### src/rtl/var_access_unit_pkg.sv
// Shared types for the Z-machine variable access engine: operation kind, FSM states,
// frame layout default and the variable number where globals begin.
package var_types;

  localparam int ADDR_W_DEFAULT    = 16;
  localparam int FRAME_HDR_DEFAULT = 4;
  localparam logic [7:0] V_GLOBAL_BASE = 8'h10;

  // Byte address type used by the rest of the register/memory slice.
  typedef logic [ADDR_W_DEFAULT-1:0] addr_t;

  typedef enum logic {
    VAR_READ  = 1'b0,
    VAR_WRITE = 1'b1
  } var_op_t;

  typedef enum logic [2:0] {
    S_IDLE,
    S_ADDR,
    S_RD_HI,
    S_RD_LO,
    S_WR_HI,
    S_WR_LO,
    S_RESP
  } var_state_t;

endpackage

### src/rtl/var_access_unit_addr_calc.sv
// Combinational resolver: maps variable V plus the frame/stack registers to a byte
// address, the SP value after the access, and the illegal-local / underflow error.
module var_addr_calc
  import var_types::*;
#(
  parameter int ADDR_W     = 16,
  parameter int NUM_LOCALS = 15,
  parameter int FRAME_HDR  = FRAME_HDR_DEFAULT
) (
  input  logic [7:0]        var_i,
  input  logic [ADDR_W-1:0] fp_i,
  input  logic [ADDR_W-1:0] gp_i,
  input  logic [ADDR_W-1:0] sp_i,
  input  logic [ADDR_W-1:0] sb_i,
  input  logic              write_i,
  input  logic              indir_i,
  output logic [ADDR_W-1:0] addr_o,
  output logic [ADDR_W-1:0] sp_next_o,
  output logic              sp_upd_o,
  output logic              err_o
);

  localparam logic [ADDR_W-1:0] TWO = ADDR_W'(2);

  logic [ADDR_W:0] sb_p1;
  logic            underflow;

  // Widened compare so sb near the top of memory cannot wrap into a false pass.
  assign sb_p1     = {1'b0, sb_i} + {{ADDR_W{1'b0}}, 1'b1};
  assign underflow = ({1'b0, sp_i} <= sb_p1);

  always_comb begin
    addr_o    = '0;
    sp_next_o = sp_i;
    sp_upd_o  = 1'b0;
    err_o     = 1'b0;
    if (var_i == 8'h00) begin
      if (write_i && !indir_i) begin
        addr_o    = sp_i;
        sp_next_o = sp_i + TWO;
        sp_upd_o  = 1'b1;
      end else begin
        addr_o = sp_i - TWO;
        err_o  = underflow;
        if (!indir_i) begin
          sp_next_o = sp_i - TWO;
          sp_upd_o  = 1'b1;
        end
      end
    end else if (var_i < V_GLOBAL_BASE) begin
      addr_o = fp_i + ADDR_W'(FRAME_HDR) + ADDR_W'({var_i - 8'd1, 1'b0});
      err_o  = (var_i > 8'(NUM_LOCALS));
    end else begin
      addr_o = gp_i + ADDR_W'({var_i - V_GLOBAL_BASE, 1'b0});
    end
  end

endmodule

### src/rtl/var_access_unit.sv
// Sequential variable access engine: accepts one variable read/write at a time and
// performs it as two big-endian byte accesses, reporting the word, errors and SP updates.
module var_access_unit
  import var_types::*;
#(
  parameter int ADDR_W     = 16,
  parameter int NUM_LOCALS = 15,
  parameter int FRAME_HDR  = FRAME_HDR_DEFAULT
) (
  input  logic              clk,
  input  logic              reset,
  input  logic              req_valid,
  output logic              req_ready,
  input  logic              req_write,
  input  logic              req_indir,
  input  logic [7:0]        req_var,
  input  logic [15:0]       req_wdata,
  input  logic [ADDR_W-1:0] fp,
  input  logic [ADDR_W-1:0] gp,
  input  logic [ADDR_W-1:0] sp,
  input  logic [ADDR_W-1:0] sb,
  output logic              mem_req,
  output logic              mem_we,
  output logic [ADDR_W-1:0] mem_addr,
  output logic [7:0]        mem_wdata,
  input  logic              mem_ack,
  input  logic [7:0]        mem_rdata,
  output logic              resp_valid,
  output logic [15:0]       resp_rdata,
  output logic              resp_err,
  output logic              sp_we,
  output logic [ADDR_W-1:0] sp_next
);

  var_state_t        state_q;
  logic [ADDR_W-1:0] addr_q, spn_q, mem_addr_q, sp_next_q;
  logic [7:0]        wdata_lo_q, rd_hi_q, mem_wdata_q;
  logic [15:0]       resp_rdata_q;
  logic              sp_upd_q, mem_req_q, mem_we_q, resp_valid_q, resp_err_q, sp_we_q;

  logic [ADDR_W-1:0] calc_addr_d, calc_spn_d;
  logic              calc_upd_d, calc_err_d;
  var_op_t           op_d;

  assign op_d = var_op_t'(req_write);

  var_addr_calc #(
    .ADDR_W    (ADDR_W),
    .NUM_LOCALS(NUM_LOCALS),
    .FRAME_HDR (FRAME_HDR)
  ) u_calc (
    .var_i    (req_var),
    .fp_i     (fp),
    .gp_i     (gp),
    .sp_i     (sp),
    .sb_i     (sb),
    .write_i  (req_write),
    .indir_i  (req_indir),
    .addr_o   (calc_addr_d),
    .sp_next_o(calc_spn_d),
    .sp_upd_o (calc_upd_d),
    .err_o    (calc_err_d)
  );

  always_ff @(posedge clk) begin
    if (reset) begin
      state_q      <= S_IDLE;
      addr_q       <= '0;
      spn_q        <= '0;
      sp_upd_q     <= 1'b0;
      wdata_lo_q   <= '0;
      rd_hi_q      <= '0;
      mem_req_q    <= 1'b0;
      mem_we_q     <= 1'b0;
      mem_addr_q   <= '0;
      mem_wdata_q  <= '0;
      resp_valid_q <= 1'b0;
      resp_err_q   <= 1'b0;
      resp_rdata_q <= '0;
      sp_we_q      <= 1'b0;
      sp_next_q    <= '0;
    end else begin
      resp_valid_q <= 1'b0;
      resp_err_q   <= 1'b0;
      sp_we_q      <= 1'b0;
      case (state_q)
        S_IDLE: begin
          if (req_valid) begin
            addr_q     <= calc_addr_d;
            spn_q      <= calc_spn_d;
            sp_upd_q   <= calc_upd_d;
            wdata_lo_q <= req_wdata[7:0];
            // Only erroring requests dwell in ADDR; good ones start the high byte
            // immediately so the first mem_req appears the cycle after accept.
            if (calc_err_d) begin
              state_q <= S_ADDR;
            end else begin
              mem_req_q   <= 1'b1;
              mem_we_q    <= (op_d == VAR_WRITE);
              mem_addr_q  <= calc_addr_d;
              mem_wdata_q <= req_wdata[15:8];
              state_q     <= (op_d == VAR_WRITE) ? S_WR_HI : S_RD_HI;
            end
          end
        end
        S_ADDR: begin
          resp_valid_q <= 1'b1;
          resp_err_q   <= 1'b1;
          resp_rdata_q <= '0;
          state_q      <= S_RESP;
        end
        S_RD_HI: begin
          if (mem_ack) begin
            rd_hi_q    <= mem_rdata;
            mem_addr_q <= addr_q + ADDR_W'(1);
            state_q    <= S_RD_LO;
          end
        end
        S_RD_LO: begin
          if (mem_ack) begin
            mem_req_q    <= 1'b0;
            resp_valid_q <= 1'b1;
            resp_rdata_q <= {rd_hi_q, mem_rdata};
            sp_we_q      <= sp_upd_q;
            sp_next_q    <= spn_q;
            state_q      <= S_RESP;
          end
        end
        S_WR_HI: begin
          if (mem_ack) begin
            mem_addr_q  <= addr_q + ADDR_W'(1);
            mem_wdata_q <= wdata_lo_q;
            state_q     <= S_WR_LO;
          end
        end
        S_WR_LO: begin
          if (mem_ack) begin
            mem_req_q    <= 1'b0;
            mem_we_q     <= 1'b0;
            resp_valid_q <= 1'b1;
            resp_rdata_q <= '0;
            sp_we_q      <= sp_upd_q;
            sp_next_q    <= spn_q;
            state_q      <= S_RESP;
          end
        end
        S_RESP:  state_q <= S_IDLE;
        default: state_q <= S_IDLE;
      endcase
    end
  end

  assign req_ready  = (state_q == S_IDLE);
  assign mem_req    = mem_req_q;
  assign mem_we     = mem_we_q;
  assign mem_addr   = mem_addr_q;
  assign mem_wdata  = mem_wdata_q;
  assign resp_valid = resp_valid_q;
  assign resp_rdata = resp_rdata_q;
  assign resp_err   = resp_err_q;
  assign sp_we      = sp_we_q;
  assign sp_next    = sp_next_q;

endmodule

### config.mk
export PLATFORM = sky130hd
export DESIGN_NAME = var_access_unit
export DESIGN_NICKNAME = d
export VERILOG_FILES = /design/src/rtl/var_access_unit_pkg.sv /design/src/rtl/var_access_unit_addr_calc.sv /design/src/rtl/var_access_unit.sv
export SDC_FILE = /design/constraint.sdc
export NUM_CORES = 1
export LEC_CHECK = 0
export ABC_AREA = 0
export CAP_MARGIN = 20
export CORE_UTILIZATION = 50
export DETAILED_ROUTE_END_ITERATION = 7
export PLACE_DENSITY = 0.79
export SLEW_MARGIN = 15
export SYNTH_ARGS = -nofsm -noshare
export SYNTH_HDL_FRONTEND = slang
export SYNTH_SLANG_ARGS = --single-unit
### constraint.sdc
create_clock -name clk -period 10.73 [get_ports clk]
set_input_delay 3.219 -clock clk [delete_from_list [all_inputs] [get_ports clk]]
set_output_delay 3.219 -clock clk [all_outputs]
set_load 0.05 [all_outputs]
==> flow_summary_export.csv, run 1 <==
group,metric,value,unit
run,drv_cap,0,
timing,relSlewSlack,0.320,
global_route,grt_usage,0.260,
timing,finalCritPeriodShare,0.639,
die,start_util,0.522,
power_and_ir_drop,internal-power,984,µW
placement,place_congestion,0.930,
power_and_ir_drop,p_comb_frac,0.278,
critical_path,reg2reg_from,"state_q[0]$_SDFFE_PP0P_",
cts,cts_sinks,113,
timing,fmax,0.146,GHz
die,ios,164,
finish,drive_above_1_share,0.0441,
logic_synthesis,syn_nets,1123,
drt,ant_nets,0,
logic_synthesis,postSynthCellCount,973,
drt,routedWlPerCell,15.1,µm
global_route,grt_pass1_vias,6550,
drt,vias,7367,
timing,finalSetupTns,0,ns
logic_synthesis,syn-cell-area,7350,µm²
drt,first_pass_iters,4,
timing,hold_violations,0,
cts,root_buffer,"clkbuf_16",
timing,finalCriticalPeriod,6.85,ns
logic_synthesis,synth-edff-count,0,
global_route,grt_antenna_before_repair,0,
cts,htree_levels,4,
finish,nets,1249,
timing,setup_viol,0,
logic_synthesis,ys_seq_elements,113,
critical_path,required,10.96,ns
cts,clk_latency,0.41,ns
placement,dp.cells,1260,
logic_synthesis,yosys_most_used_dff,"dfxtp_1",
cts,cts_buffers,17,
critical_path,critical_path.max_fanout,16,
critical_path,critical_path.startpoint,"sb[2]",
global_route,overflow,0,
critical_path,arrival,7.09,ns
cts,post_cts_buffers,0,
placement,hpwl,14500,µm
logic_synthesis,synth_cell_types,59,
drt,drtIter0Drc,516,
min_path,hold_path_class,"flop to flop",
power_and_ir_drop,p_leak,0.00349,µW
critical_path,path_class,"input port to flop",
cts,cts_hold_buf,0,
power_and_ir_drop,total_power,1460,µW
timing,rsz0062_at_grt,"no",
power_and_ir_drop,seqPwrFrac,0.332,
placement,pre_cts_ws,3.48,ns
timing,finClkSkew,0.00643,ns
placement,port_buffers,163,
drt,drc,0,
die,core_area,14100,µm²
power_and_ir_drop,power.density,152,nW/µm²
power_and_ir_drop,power_frac_clock,0.390,
timing,worst_pin_slew,1.01,ns
drt,viasPerCell,5.70,
power_and_ir_drop,ir_drop,87.6,µV
power_and_ir_drop,switching_power,473,µW
logic_synthesis,syn_avg_cell_area,7.56,µm²
finish,diodes,0,
die,die_h,123,µm
min_path,hold_start,"resp_rdata[5]$_SDFFE_PP0P_",
critical_path,end_kind,"flop",
cts,ctsResizeCount,0,
die,die_x,123,µm
finish,fin_cells,1292,
cts,path_clk_slew,0.06,ns
finish,areaGrowthSynthToFinish,30.7,%
global_route,grt_max_degree,81,
drt,route.final.wire_length,19500,µm
logic_synthesis,async_reset_ff_frac,0,
cts,clock_path_buffers,2,
global_route,grt_pass1_wl,31200,µm
power_and_ir_drop,switching_share,0.325,
timing,finalWorstSetupSlack,3.88,ns
timing,maxSlewViolCount,0,
logic_synthesis,yosysSeqAreaShare,0.308,
critical_path,start_kind,"input port",
die,rows,43,
die,die_area,15200,µm²
outcome,outcome,"finished clean",
logic_synthesis,yosys_warnings,0,
cts,cts_tree,"yes",
-- power groups by stage --
stage	registers, µW	clock network [µW]	logic (µW)
final	484	568	405
after global routing	489	591	443
after CTS	484	575	405
after detailed placement	493	0	401
after global placement	492	0	396
after floorplan	545	0	215
-- cells in the mapped netlist, types with 7 or more instances --
master	number	area [µm²]
nand2_1	167	627
dfxtp_1	113	2260
a21oi_1	103	515
nor2_1	76	285
nand3_1	47	235
clkbuf_1	46	173
ha_1	46	576
xnor2_1	44	385
a211oi_1	36	270
xor2_1	32	280
o21ai_0	28	140
inv_1	26	97.6
nor3_1	20	100
and3_1	11	68.8
nand4_1	11	68.8
mux2i_1	10	100
nand2b_1	10	62.6
nor4_1	10	62.6
o211ai_1	10	75.1
or3_1	9	56.3
buf_2	8	40.0
nand3b_1	8	60.1
a21o_1	7	52.6
-- sequential cells by signal (all words and copies together) (netlist names), 3 cells and up --
register and flops:
addr_q 16, mem_addr 16, mem_wdata 8, rd_hi_q 8, resp_rdata 16, sp_next 16, spn_q 16, state_q 3
wdata_lo_q 8
-- cells by family (layout without fill, tap and decap cells) --
kind of cell	Yosys count	after routing	synth area share
AND/OR/NAND/NOR	401	401	0.255
AO/OA/AOI/OAI	237	237	0.201
flip-flops	113	113	0.308
buffers and inverters	88	227	0.0483
XOR/XNOR	76	76	0.0905
adder cells (fa/ha/maj)	48	48	0.0837
multiplexers	10	10	0.0136
-- layout make-up --
cell class                      instances  area, µm²
Multi-Input combinational cell        772       4740
Tap cell                              180        225
Clock inverter                         15        183
Timing Repair Buffer                  169       1680
Sequential cell                       113       2260
Fill cell                            1211       4490
Clock buffer                           17        425
Inverter                               26       97.6
-- metrics by stage --
| stage | util | cell area [µm²] | hold slack [ns] |
|---|---|---|---|
| 6_report | 0.682 | 9610 | 0.450 |
| 5_1_grt | 0.682 | 9610 | 0.470 |
| 4_1_cts | 0.682 | 9610 | 0.450 |
| 3_5_place_dp | 0.638 | 9000 | 0.443 |
| 3_3_place_gp | 0.638 | 8990 | 0.438 |
| 2_1_floorplan | - | 7350 | 0.432 |
-- cells in the final DEF, fill, tap and decap left out, types with 17 or more instances in the layout --
cell             count
nand2_1            167
clkdlybuf4s50_1    162
dfxtp_1            113
a21oi_1            103
nor2_1              76
nand3_1             47
ha_1                46
xnor2_1             44
a211oi_1            36
xor2_1              32
o21ai_0             28
inv_1               26
nor3_1              20
clkbuf_16           17
-- critical path: stages --
cell and delay [ns]:
clkdlybuf4s50_1 0.56, and4_1 0.23, and2_1 0.16, nand2_1 0.06, nor2_1 0.25, nand3_1 0.14
xor2_1 0.16, ha_1 0.27, nand3_1 0.11, nor3_1 0.27, a32oi_1 0.11, a211oi_1 0.72
o21ai_1 0.51, nor2_1 0.25, a211oi_1 0.07
-- routing by layer --
layer,vias up,share of wire,global-route usage
li1,3705,-,-
met1,3374,0.46,0.347
met2,257,0.47,0.425
met3,31,0.057,0.0420
met4,0,0.018,0.0911
met5,-,0,0
-- final timing paths --
path / endpoint / slack (ns) / cells after the start
max: mem_wdata[3]$_SDFFE_PP0P_ / 3.88 / 15
min: resp_rdata[5]$_SDFFE_PP0P_ / 0.45 / 2
max reg2reg: mem_wdata[3]$_SDFFE_PP0P_ / 7.85 / 5
min reg2reg: resp_rdata[5]$_SDFFE_PP0P_ / 0.45 / 2
Power figures use the tool's default switching activity.
==> run 2, diff against run 1 <==
Clock period 10.73 ns to 6.4 ns, I/O delays scaled along.
==> run 2 against run 1 <==
Clock skew is 0.00097 ns higher. Final area fell by 0.39%. Wire length rose by 2.9%. Die area did not move. Global-route usage rose by 0.85 points. Power increased by 61%. Sequential share of layout area up 0.092 points. Sequential cell count unchanged. Non-clock buffer count increased by 3. Final cell count rose by 0.23%. Via count increased by 2.4%. Largest cell class unchanged.
==> flow_summary_export.csv, run 2 (synthesized netlist as in run 1, its figures left out) <==
group,metric,value,unit
outcome,outcome,"finished clean",
power_and_ir_drop,ir_drop,148,µV
timing,finalWorstSetupSlack,1.03,ns
timing,relSlewSlack,0.373,
timing,rsz0062_at_grt,"no",
min_path,hold_path_class,"flop to flop",
drt,route.final.wire_length,20100,µm
run,drv_cap,0,
cts,post_cts_buffers,0,
drt,ant_nets,0,
critical_path,cpPeakStageDelay,0.68,ns
cts,root_buffer,"clkbuf_16",
timing,finalCritPeriodShare,0.839,
die,start_util,0.522,
critical_path,arrival,5.63,ns
critical_path,cpMaxStageDelayCell,"a211oi_1",
timing,finalSetupTns,0,ns
critical_path,end_kind,"flop",
cts,htree_levels,4,
die,die_x,123,µm
timing,finalCriticalPeriod,5.37,ns
finish,nets,1252,
drt,routedWlPerCell,15.5,µm
min_path,hold_start,"mem_addr[7]$_SDFFE_PP0P_",
timing,maxSlewViolCount,0,
finish,final_common_cell,"nand2_1",
cts,cts_sinks,113,
cts,cts_tree,"yes",
cts,cts_hold_buf,0,
timing,worst_pin_slew,0.938,ns
die,die_h,123,µm
timing,finClkSkew,0.00740,ns
power_and_ir_drop,power.density,246,nW/µm²
critical_path,rr_worst_depth,5,
timing,hold_violations,0,
critical_path,path_class,"input port to flop",
power_and_ir_drop,p_leak,0.00349,µW
placement,port_buffers,163,
critical_path,reg2reg_from,"state_q[0]$_SDFFE_PP0P_",
placement,pre_cts_ws,0.376,ns
critical_path,crit_chain,"clkdlybuf4s50_1 -> and4_1 -> and2_1 -> and3_1 -> nand4_1 -> xor2_1 -> ha_1 -> a21o_1 -> a21oi_1 -> o21a_1 -> o211ai_1 -> a211oi_1 -> o21ai_2 -> nor2_1 -> a211oi_1",
critical_path,r2r_end,"mem_wdata[7]$_SDFFE_PP0P_",
finish,final_cell_mix,"nand2_1 (167), clkdlybuf4s50_1 (162), dfxtp_1 (113)",
drt,drtIter0Drc,490,
critical_path,required,6.66,ns
drt,drc,0,
critical_path,start_kind,"input port",
min_path,hold_depth,2,
critical_path,cpMostUsedCell,"a211oi_1",
global_route,grt_pass1_wl,32300,µm
critical_path,critical_path.max_fanout,16,
placement,hpwl,14800,µm
die,ios,164,
cts,ctsResizeCount,0,
timing,fmax,0.186,GHz
global_route,grt_usage,0.269,
finish,areaGrowthSynthToFinish,30.2,%
drt,first_pass_iters,7,
min_path,whs_endpoint,"mem_addr[7]$_SDFFE_PP0P_",
cts,cts_buffers,17,
die,core_area,14100,µm²
power_and_ir_drop,total_power,2350,µW
global_route,grt_max_degree,70,
global_route,grt_antenna_before_repair,0,
placement,place_congestion,0.962,
finish,design_area,9570,µm²
critical_path,r2r_slack,3.75,ns
placement,dpl_cell_area,9020,µm²
cts,clk_latency,0.41,ns
drt,vias,7544,
die,die_area,15200,µm²
finish,drive_above_1_share,0.0475,
cts,clock_path_buffers,2,
cts,path_clk_slew,0.05,ns
finish,fin_util,0.679,
global_route,grt_pass1_vias,6877,
global_route,overflow,0,
die,rows,43,
finish,diodes,0,
timing,setup_viol,0,
drt,viasPerCell,5.83,
[run 2: changes by cell type in the layout (fill, tap and decap cells not counted)]
cell | previous run | this run
buf_4 | 6 | 10
buf_6 | 1 | 0
bufinv_16 | 3 | 0
clkbuf_8 | 0 | 1
clkinv_2 | 2 | 3
clkinv_4 | 3 | 5
clkinvlp_4 | 4 | 2
inv_6 | 3 | 4
o21ai_1 | 2 | 1
o21ai_2 | 0 | 1
[run 2: cell type report]
| class | count | area (µm²) |
|---|---|---|
| inverters | 26 | 97.6 |
| clock inverters | 14 | 109 |
| flip-flops and latches | 113 | 2260 |
| clock buffers | 18 | 439 |
| repair buffers | 172 | 1700 |
| well taps | 180 | 225 |
| multi-input cells | 772 | 4740 |
| fillers | 1221 | 4530 |
[run 2: power by group]
| group | leakage [µW] | total [µW] | switching, µW | internal (µW) |
|---|---|---|---|---|
| clock | 0.000267 | 853 | 344 | 509 |
| combinational | 0.00230 | 684 | 414 | 270 |
| sequential | 0.000923 | 813 | 45.9 | 767 |
| total | 0.00349 | 2350 | 804 | 1550 |
[run 2: layer usage]
layer	track usage	wire (µm)	part of all wire	vias up
met5	0	0	0	-
met4	0.0971	439	0.022	0
met3	0.0549	1540	0.077	41
met2	0.439	9290	0.46	314
met1	0.350	8780	0.44	3479
li1	-	-	-	3710
[run 2: through the flow]
stage,instances,hold WS [ns]
floorplan,973,0.432
global placement,1262,0.439
detailed placement,1263,0.444
CTS,1295,0.450
global route,1295,0.467
finish,1295,0.449
[run 2: critical path, delay by kind of cell]
kind                     cells  cell delay [ns]
AND/OR/NAND/NOR              5             1.07
adder cells (fa/ha/maj)      1             0.29
AO/OA/AOI/OAI                7             1.62
buffers and inverters        1             0.55
XOR/XNOR                     1             0.17
[run 2: how the worst max path moves through the flow]
stage | start | end | slack (ns) | cells after the start
after floorplan | req_var[1] | mem_addr[14]$_SDFFE_PP0P_ | 1.40 | 15
after global placement | sb[2] | mem_wdata[6]$_SDFFE_PP0P_ | 0.66 | 14
after detailed placement | sb[2] | mem_wdata[7]$_SDFFE_PP0P_ | 0.38 | 14
after CTS | sb[2] | mem_wdata[7]$_SDFFE_PP0P_ | 0.80 | 14
after global routing | sb[2] | mem_wdata[1]$_SDFFE_PP0P_ | 0.75 | 15
final | sb[2] | mem_wdata[7]$_SDFFE_PP0P_ | 1.03 | 15
